`config.mk`:
```
export PLATFORM = sky130hd
export DESIGN_NAME = i2c_target_regs
export DESIGN_NICKNAME = d
export VERILOG_FILES = /design/src/rtl/i2c_target_regs.sv
export SDC_FILE = /design/constraint.sdc
export NUM_CORES = 1
export LEC_CHECK = 0
export CELL_PAD_IN_SITES_DETAIL_PLACEMENT = 2
export CELL_PAD_IN_SITES_GLOBAL_PLACEMENT = 2
export CORE_UTILIZATION = 34
export CTS_CLUSTER_DIAMETER = 100
export DETAILED_ROUTE_END_ITERATION = 10
export GPL_TIMING_DRIVEN = 1
export PLACE_DENSITY = 0.88
export SLEW_MARGIN = 15
export SYNTH_ARGS = -nofsm -noshare
export SYNTH_HDL_FRONTEND = slang
export SYNTH_SLANG_ARGS = --single-unit
```
`constraint.sdc`:
```
create_clock -name clk -period 2.25 [get_ports clk]
set_input_delay 0.225 -clock clk [delete_from_list [all_inputs] [get_ports clk]]
set_output_delay 0.225 -clock clk [all_outputs]
set_load 0.005 [all_outputs]
```
`src/rtl/i2c_target_regs.sv`:
```
// I2C target with an 8-bit register pointer and auto-incrementing
// write/read bursts toward local register logic.
module i2c_target_regs #(
  parameter logic [6:0]  DEV_ADDR   = 7'h1A,
  parameter int unsigned FILTER_LEN = 3
) (
  input  logic       clk,
  input  logic       rst,
  input  logic       scl_i,
  input  logic       sda_i,
  output logic       sda_oe,
  output logic [7:0] reg_addr,
  output logic [7:0] wr_data,
  output logic       wr_stb,
  output logic       rd_stb,
  input  logic [7:0] rd_data,
  output logic       busy
);

  localparam int unsigned    CW   = (FILTER_LEN > 1) ? $clog2(FILTER_LEN) : 1;
  localparam logic [CW-1:0]  LAST = CW'(FILTER_LEN - 1);

  typedef enum logic [3:0] {
    IDLE, ADDR, ADDR_ACK, PTR, PTR_ACK, WDATA, WDATA_ACK, RDATA, RDATA_ACK, IGNORE
  } state_t;

  logic [1:0]    scl_sync, sda_sync;
  logic          scl_f, sda_f, scl_d, sda_d;
  logic [CW-1:0] scl_cnt, sda_cnt;
  logic          scl_rise, scl_fall, start_c, stop_c;

  state_t     state, state_n;
  logic [3:0] bit_cnt, bit_cnt_n;
  logic [7:0] shreg, shreg_n, sh_in;
  logic       rw, rw_n;
  logic       rd_pend, rd_pend_n;
  logic [7:0] reg_addr_n, wr_data_n;
  logic       wr_stb_n, rd_stb_n, sda_oe_n, busy_n;

  // Synchronise the pins, reject runs shorter than FILTER_LEN, keep last level for edges
  always_ff @(posedge clk) begin
    if (rst) begin
      scl_sync <= '1;
      sda_sync <= '1;
      scl_f    <= 1'b1;
      sda_f    <= 1'b1;
      scl_d    <= 1'b1;
      sda_d    <= 1'b1;
      scl_cnt  <= '0;
      sda_cnt  <= '0;
    end else begin
      scl_sync <= {scl_sync[0], scl_i};
      sda_sync <= {sda_sync[0], sda_i};
      scl_d    <= scl_f;
      sda_d    <= sda_f;
      if (scl_sync[1] == scl_f) begin
        scl_cnt <= '0;
      end else if (scl_cnt == LAST) begin
        scl_f   <= scl_sync[1];
        scl_cnt <= '0;
      end else begin
        scl_cnt <= scl_cnt + 1'b1;
      end
      if (sda_sync[1] == sda_f) begin
        sda_cnt <= '0;
      end else if (sda_cnt == LAST) begin
        sda_f   <= sda_sync[1];
        sda_cnt <= '0;
      end else begin
        sda_cnt <= sda_cnt + 1'b1;
      end
    end
  end

  assign scl_rise = scl_f & ~scl_d;
  assign scl_fall = ~scl_f & scl_d;
  assign start_c  = sda_d & ~sda_f & scl_f & scl_d;
  assign stop_c   = ~sda_d & sda_f & scl_f & scl_d;
  assign sh_in    = {shreg[6:0], sda_f};

  // Register FSM state and all protocol outputs
  always_ff @(posedge clk) begin
    if (rst) begin
      state    <= IDLE;
      bit_cnt  <= '0;
      shreg    <= '0;
      rw       <= 1'b0;
      rd_pend  <= 1'b0;
      reg_addr <= '0;
      wr_data  <= '0;
      wr_stb   <= 1'b0;
      rd_stb   <= 1'b0;
      sda_oe   <= 1'b0;
      busy     <= 1'b0;
    end else begin
      state    <= state_n;
      bit_cnt  <= bit_cnt_n;
      shreg    <= shreg_n;
      rw       <= rw_n;
      rd_pend  <= rd_pend_n;
      reg_addr <= reg_addr_n;
      wr_data  <= wr_data_n;
      wr_stb   <= wr_stb_n;
      rd_stb   <= rd_stb_n;
      sda_oe   <= sda_oe_n;
      busy     <= busy_n;
    end
  end

  // Next-state logic; ACK states are entered on the 8th SCL fall so the ACK is
  // driven through the whole 9th clock and released on its fall
  always_comb begin
    state_n    = state;
    bit_cnt_n  = bit_cnt;
    shreg_n    = shreg;
    rw_n       = rw;
    rd_pend_n  = rd_stb;
    reg_addr_n = reg_addr;
    wr_data_n  = wr_data;
    wr_stb_n   = 1'b0;
    rd_stb_n   = 1'b0;
    sda_oe_n   = sda_oe;
    busy_n     = busy;
    if (stop_c) begin
      state_n   = IDLE;
      busy_n    = 1'b0;
      sda_oe_n  = 1'b0;
      bit_cnt_n = '0;
    end else if (start_c) begin
      state_n   = ADDR;
      bit_cnt_n = '0;
      sda_oe_n  = 1'b0;
    end else begin
      unique case (state)
        IDLE, IGNORE: sda_oe_n = 1'b0;
        ADDR: begin
          if (scl_rise) begin
            shreg_n   = sh_in;
            bit_cnt_n = bit_cnt + 4'd1;
          end else if (scl_fall && bit_cnt == 4'd8) begin
            if (shreg[7:1] == DEV_ADDR) begin
              state_n  = ADDR_ACK;
              busy_n   = 1'b1;
              sda_oe_n = 1'b1;
              rw_n     = shreg[0];
            end else begin
              state_n = IGNORE;
            end
          end
        end
        ADDR_ACK: begin
          if (scl_fall) begin
            sda_oe_n  = 1'b0;
            bit_cnt_n = '0;
            if (rw) begin
              rd_stb_n = 1'b1;
              state_n  = RDATA;
            end else begin
              state_n = PTR;
            end
          end
        end
        PTR: begin
          if (scl_rise) begin
            shreg_n   = sh_in;
            bit_cnt_n = bit_cnt + 4'd1;
            if (bit_cnt == 4'd7) reg_addr_n = sh_in;
          end else if (scl_fall && bit_cnt == 4'd8) begin
            state_n  = PTR_ACK;
            sda_oe_n = 1'b1;
          end
        end
        PTR_ACK: begin
          if (scl_fall) begin
            sda_oe_n  = 1'b0;
            bit_cnt_n = '0;
            state_n   = WDATA;
          end
        end
        WDATA: begin
          if (scl_rise) begin
            shreg_n   = sh_in;
            bit_cnt_n = bit_cnt + 4'd1;
            if (bit_cnt == 4'd7) begin
              wr_stb_n  = 1'b1;
              wr_data_n = sh_in;
            end
          end else if (scl_fall && bit_cnt == 4'd8) begin
            state_n  = WDATA_ACK;
            sda_oe_n = 1'b1;
          end
        end
        WDATA_ACK: begin
          if (scl_fall) begin
            sda_oe_n   = 1'b0;
            bit_cnt_n  = '0;
            reg_addr_n = reg_addr + 8'd1;
            state_n    = WDATA;
          end
        end
        RDATA: begin
          if (rd_pend) begin
            shreg_n  = rd_data;
            sda_oe_n = ~rd_data[7];
          end else if (scl_rise) begin
            bit_cnt_n = bit_cnt + 4'd1;
          end else if (scl_fall) begin
            if (bit_cnt == 4'd8) begin
              state_n  = RDATA_ACK;
              sda_oe_n = 1'b0;
            end else if (bit_cnt != 4'd0) begin
              shreg_n  = {shreg[6:0], 1'b1};
              sda_oe_n = ~shreg[6];
            end
          end
        end
        RDATA_ACK: begin
          sda_oe_n = 1'b0;
          if (scl_rise) begin
            shreg_n = sh_in;
          end else if (scl_fall) begin
            bit_cnt_n = '0;
            if (!shreg[0]) begin
              reg_addr_n = reg_addr + 8'd1;
              rd_stb_n   = 1'b1;
              state_n    = RDATA;
            end else begin
              state_n = IGNORE;
            end
          end
        end
        default: state_n = IDLE;
      endcase
    end
  end

endmodule

```
# Yosys cells after proc, flatten, opt, wreduce, memory -nomap -nowiden
# Index checks and enable logic that the tools add are counted.
totals:
  latchBits: 0
  n_memories: 0
  regBits: 50
  romBits: 0
  ram_bits: 0
classes:
  div: 0
  n_reduce_logical: 30
  shift: 0
  bitwise: 21
  add_sub_neg: 4
  mux: 57
  magnitude_cmp: 0
  mul: 0
  n_eq_ne: 59
ops:
  columns: ["operator", "n"]
  rows:
  - ["$mux 8", 12]
  - ["$mux 4", 20]
  - ["$ne 3x3->1 const B", 17]
  - ["$ne 2x2->1 const B", 20]
  - ["$pmux 4 s8", 1]
  - ["$reduce_and 15->1", 2]
  - ["$pmux 8 s3", 1]
  - ["$eq 4x3->1 const B", 5]
  - ["$mux 1", 18]
  - ["$reduce_or 3->1", 6]
  - ["$pmux 4 s4", 1]
  - ["$pmux 8 s2", 1]
  - ["$not 1->1", 13]
  - ["$eq 4x4->1 const B", 3]
  - ["$reduce_and 10->1", 1]
  - ["$reduce_and 5->1", 2]
  - ["$reduce_and 9->1", 1]
  - ["$add 8x1->8 const B", 1]
  - ["$and 1x1->1", 8]
  - ["$eq 4x2->1 const B", 2]
  - ["$ne 2x1->1 const B", 4]
  - ["$reduce_and 8->1", 1]
  - ["$reduce_bool 4->1", 2]
  - ["$reduce_or 2->1", 4]
  - ["21 further kinds", 25]

# Logic depth before layout (Yosys ltp)
logic_depth:
  ltp_word: 7
  mapped_depth: 8
  depth_no_buf: 7

# Least setup slack after synthesis
# OpenSTA, ideal clock, no wires.
synth_timing:
  path_kind: "reg-to-reg"
  start: "reg state[3]"
  end: "reg sda_oe"
  path_stages_with_launch: 7
  t_arrival_ps: 1663
  setup_ps: 123
  required_time_ps: 2127
  slack_ps: 464
  cell_sequence: "dfxtp_1 clkbuf_1 or4b_4 a21oi_1 a31oi_1 nand3_1 mux2_1"
synth_via:
  elab_chain_cells: 4
  word_cells_on_any_way: 25
  classes_between: "18 x eq/ne; 1 x mux; 6 x reduce/logical"
synth_lines:
  columns: ["element", "line_no", "source"]
  rows:
  - ["from (decl)", "32", "state_t state, state_n;"]
  - ["from (signal assigned)", "96", "state <= state_n;"]
  - ["$eq 4x3->1, or another cell as far along", "134", "unique case (state)"]
  - ["$reduce_or 3->1 (no line) or $reduce_or 2->1 (tied branches)", null, null]
  - ["$reduce_bool 5->1 (no line), or another cell as far along", null, null]
  - ["$reduce_and 10->1 (no line)", null, null]
  - ["to (signal assigned)", "105", "sda_oe <= sda_oe_n;"]
  - ["to (decl)", "11", "output logic sda_oe,"]
# Several ways; a longest one is shown, not always the timed one.
# A chain may end at the register's enable or synchronous reset.

# Worst setup path in the final report
# Same ends and word-level chain as after synthesis.

==> results.sh <==
export IMPL_status="finished clean"
export IMPL_finClkSkew_ns=0.0139
export IMPL_power_frac_comb_pct=3.9
export IMPL_overflow=0
export IMPL_drt_first_iter_violations=148
export IMPL_ios=32
export IMPL_htreeDepth=2
export IMPL_synth_edf_count=0
export IMPL_ys_async_sr_fraction_pct=0
export IMPL_synthesis_nets=353
export IMPL_insertion_delay_ns=0.33
export IMPL_fin_crit_sh_pct=96.0
export IMPL_worstSetupEndpointType="flop"
export IMPL_grt_pass1_wl_um=17700
export IMPL_powerDensity_mw_per_mm2=473
export IMPL_cts_buffer_depth=2
export IMPL_ys_ff_latch=50
export IMPL_worst_slack_ns=0.0895
export IMPL_p_clk_share_pct=42.1
export IMPL_slew_headroom_pct=58.6
export IMPL_post_route_min_period_ns=2.16
export IMPL_cp_arrival_ns=2.37
export IMPL_netlist_area_mm2=0.00285
export IMPL_vias=2810
export IMPL_crit_type="reg -> reg"
export IMPL_hpwlAfterDp_um=7660
export IMPL_final_cell_mix="dfxtp_1, nor2_1, clkdlybuf4s50_1, o21ai_0, mux2i_1"
export IMPL_holdCritPathClass="reg -> reg"
export IMPL_internal_power_mw=1.26
export IMPL_timing_rr_end="sda_oe"
export IMPL_wl_per_cell_um=23.5
export IMPL_clock_fmax_ghz=0.463
export IMPL_antenna_found_initial=0
export IMPL_crit_path_max_fanout=14
export IMPL_clock_sinks=50
export IMPL_diodes=0
export IMPL_track_usage_pct=26.8
export IMPL_cts_root_buf="clkbuf_8"
export IMPL_cts_tree="yes"
export IMPL_yosys_warnings=0
export IMPL_nets=389
export IMPL_seq_power_share_pct=54.0
export IMPL_peakVddDrop_mv=0.311
export IMPL_yosys_most_used_dff="dfxtp_1"
export IMPL_post_cts_buffers=0
export IMPL_report_final_slew_viol_count=0
export IMPL_drtAntennaViolNets=0
export IMPL_syn2layout_area_growth_pct=22.4
export IMPL_dp_slack_ns=-0.0310
export IMPL_crit_end="sda_oe"
export IMPL_cp_buffers_inverters=1
export IMPL_rsz0062_at_grt="no"
export IMPL_floorplan_initialDensity_pct=34.9
export IMPL_grt_pass1_vias=3121
export IMPL_grt_start_max_net_pins=37
export IMPL_worst_slew_pin_slew_ns=0.617
export IMPL_r2r_start="state[3]"
export IMPL_drt_total_wl_um=11200
export IMPL_sw_frac_of_total_pct=23.9
export IMPL_syn_area_per_cell_um2=8.49
export IMPL_via_per_inst=5.88
export IMPL_worstPathRequired_ns=2.46
export IMPL_die_area_mm2=0.00876
export IMPL_dr_pass1_iters=4
export IMPL_r2r_slack_ns=0.09
export IMPL_finish_utilization_pct=42.7
export IMPL_crit_start="state[3]"
export IMPL_ys_seq_area_share_pct=35.1
export IMPL_cts_buffers=5
export IMPL_die_x_um=93.6
export IMPL_p_leak_nw=1.27
export IMPL_core_mm2=0.00818
export IMPL_reg2reg_depth=6
export IMPL_placementRows=33
export IMPL_crit_path_top_delay_cell="or4b_4"
export IMPL_critPathMaxStageDelay_ns=0.56
export IMPL_port_buffer_count=31
export IMPL_start_kind="flop"
export IMPL_fp_dieH_um=93.6
export IMPL_cp_top_family="simple AND/OR/NAND/NOR gates"
export IMPL_p_switching_mw=0.395
export IMPL_synth_cells=336
export IMPL_cap_violations=0
export IMPL_path_depth=6
export IMPL_setup_viol=0
export IMPL_crit_chain="buf_4 > or4b_4 > a21oi_1 > a31oi_1 > nand3_1 > mux2_1"
export IMPL_final_layout_size_suffix_gt1_share_pct=16.1
export IMPL_yosysUniqueCellTypes=62
export IMPL_path_clk_slew_ns=0.11
export IMPL_gp_congestion=0.936
export IMPL_final_common_cell="dfxtp_1"
export IMPL_hold_viol=0
export IMPL_drc_errors=0
==> cells in the mapped netlist, drive strengths merged (2+ instances only) <==
cell / number / area, µm²
a31oi: 10 / 68.8
or3: 5 / 31.3
a21boi: 3 / 22.5
nor4b: 2 / 23.8
a21oi: 14 / 70.1
nand2b: 8 / 50.1
o211a: 2 / 20.0
a211oi: 12 / 123
mux2: 6 / 67.6
nor3: 6 / 30.0
o22ai: 4 / 25.0
mux2i: 19 / 190
or4b: 2 / 27.5
o21ai: 25 / 125
nand3: 10 / 50.1
and3b: 2 / 17.5
buf: 14 / 91.3
nor4: 2 / 12.5
nand4: 3 / 18.8
nor2: 38 / 150
and3: 4 / 30.0
ha: 5 / 62.6
nor2b: 8 / 50.1
clkbuf: 7 / 26.3
o211ai: 7 / 57.6
nor3b: 5 / 37.5
inv: 10 / 37.5
or2: 7 / 43.8
xnor2: 3 / 26.3
dfxtp: 50 / 1000
nand2: 17 / 63.8
and2: 10 / 62.6
==> metrics by stage <==
stage | cells | area (µm²) | power [mW] | hold slack [ns] | setup TNS [ns]
after global placement | 470 | 3350 | 0.974 | 0.391 | 0
final | 478 | 3490 | 1.65 | 0.421 | 0
after CTS | 478 | 3480 | 1.66 | 0.426 | 0
after floorplan | 336 | 2850 | 0.944 | 0.329 | 0
after global routing | 478 | 3490 | 1.69 | 0.451 | 0
after detailed placement | 470 | 3350 | 0.978 | 0.398 | -0.0310
==> area by class of cell <==
| class | count | area (µm²) |
|---|---|---|
| Clock inverter | 3 | 48.8 |
| Inverter | 10 | 37.5 |
| Sequential cell | 50 | 1010 |
| Clock buffer | 5 | 68.8 |
| Tap cell | 105 | 131 |
| Timing Repair Buffer | 50 | 478 |
| Fill cell | 893 | 4680 |
| Multi-Input combinational cell | 255 | 1720 |
==> registers in the layout, indices dropped and copies added (netlist names) <==
| name | cells |
|---|---|
| busy | 1 |
| sda_oe | 1 |
| sda_f | 1 |
| rd_pend | 1 |
| rw | 1 |
| sda_sync | 2 |
| scl_cnt | 2 |
| reg_addr | 8 |
| state | 4 |
| wr_data | 8 |
| sda_cnt | 2 |
| shreg | 8 |
| scl_d | 1 |
| sda_d | 1 |
| wr_stb | 1 |
| rd_stb | 1 |
| bit_cnt | 4 |
| scl_f | 1 |
| scl_sync | 2 |
==> worst min path at each step <==
stage / cells after the start / slack [ns] / endpoint / from
3_5_place_dp: 1 / 0.40 / scl_sync[1] / scl_sync[0]
6_report: 1 / 0.42 / scl_cnt[0] / scl_cnt[0]
4_1_cts: 1 / 0.43 / scl_sync[1] / scl_sync[0]
5_1_grt: 1 / 0.45 / scl_cnt[0] / scl_cnt[0]
3_3_place_gp: 1 / 0.39 / scl_sync[1] / scl_sync[0]
2_1_floorplan: 1 / 0.33 / scl_sync[0] / scl_i
==> metal layers <==
metal | GRT usage, % | routed length (µm) | vias up
met2 | 50.7 | 6040 | 74
met5 | 0 | 0 | -
li1 | - | - | 1288
met1 | 29.4 | 4520 | 1424
met3 | 5.12 | 407 | 24
met4 | 9.87 | 275 | 0
==> power by group through the flow <==
| stage | logic [mW] | clock network (mW) | registers, mW |
|---|---|---|---|
| 2_1_floorplan | 0.0309 | 0 | 0.913 |
| 3_3_place_gp | 0.0589 | 0 | 0.915 |
| 3_5_place_dp | 0.0628 | 0 | 0.916 |
| 4_1_cts | 0.0638 | 0.701 | 0.895 |
| 5_1_grt | 0.0693 | 0.725 | 0.894 |
| 6_report | 0.0640 | 0.696 | 0.893 |
==> logic make-up (layout without fill, tap and decap cells) <==
group                      after synthesis  in the layout  share of synthesized area, %
muxes                                   25             25                          9.03
buffers and inverters                   31             68                          5.44
adders and majority gates                5              5                          2.19
AOI/OAI and AO/OA                       87             87                          21.0
and+or+nand+nor                        135            135                          26.4
DFF                                     50             50                          35.1
xor gates and xnor gates                 3              3                         0.921
==> repair_timing <==
action / CTS / global route
gates resized for setup: 5 / 3
hold buffers: 0 / 0
endpoints found under the setup margin: 13 / 3
pin swaps: 0 / 0
Power figures use the tool's default switching activity.
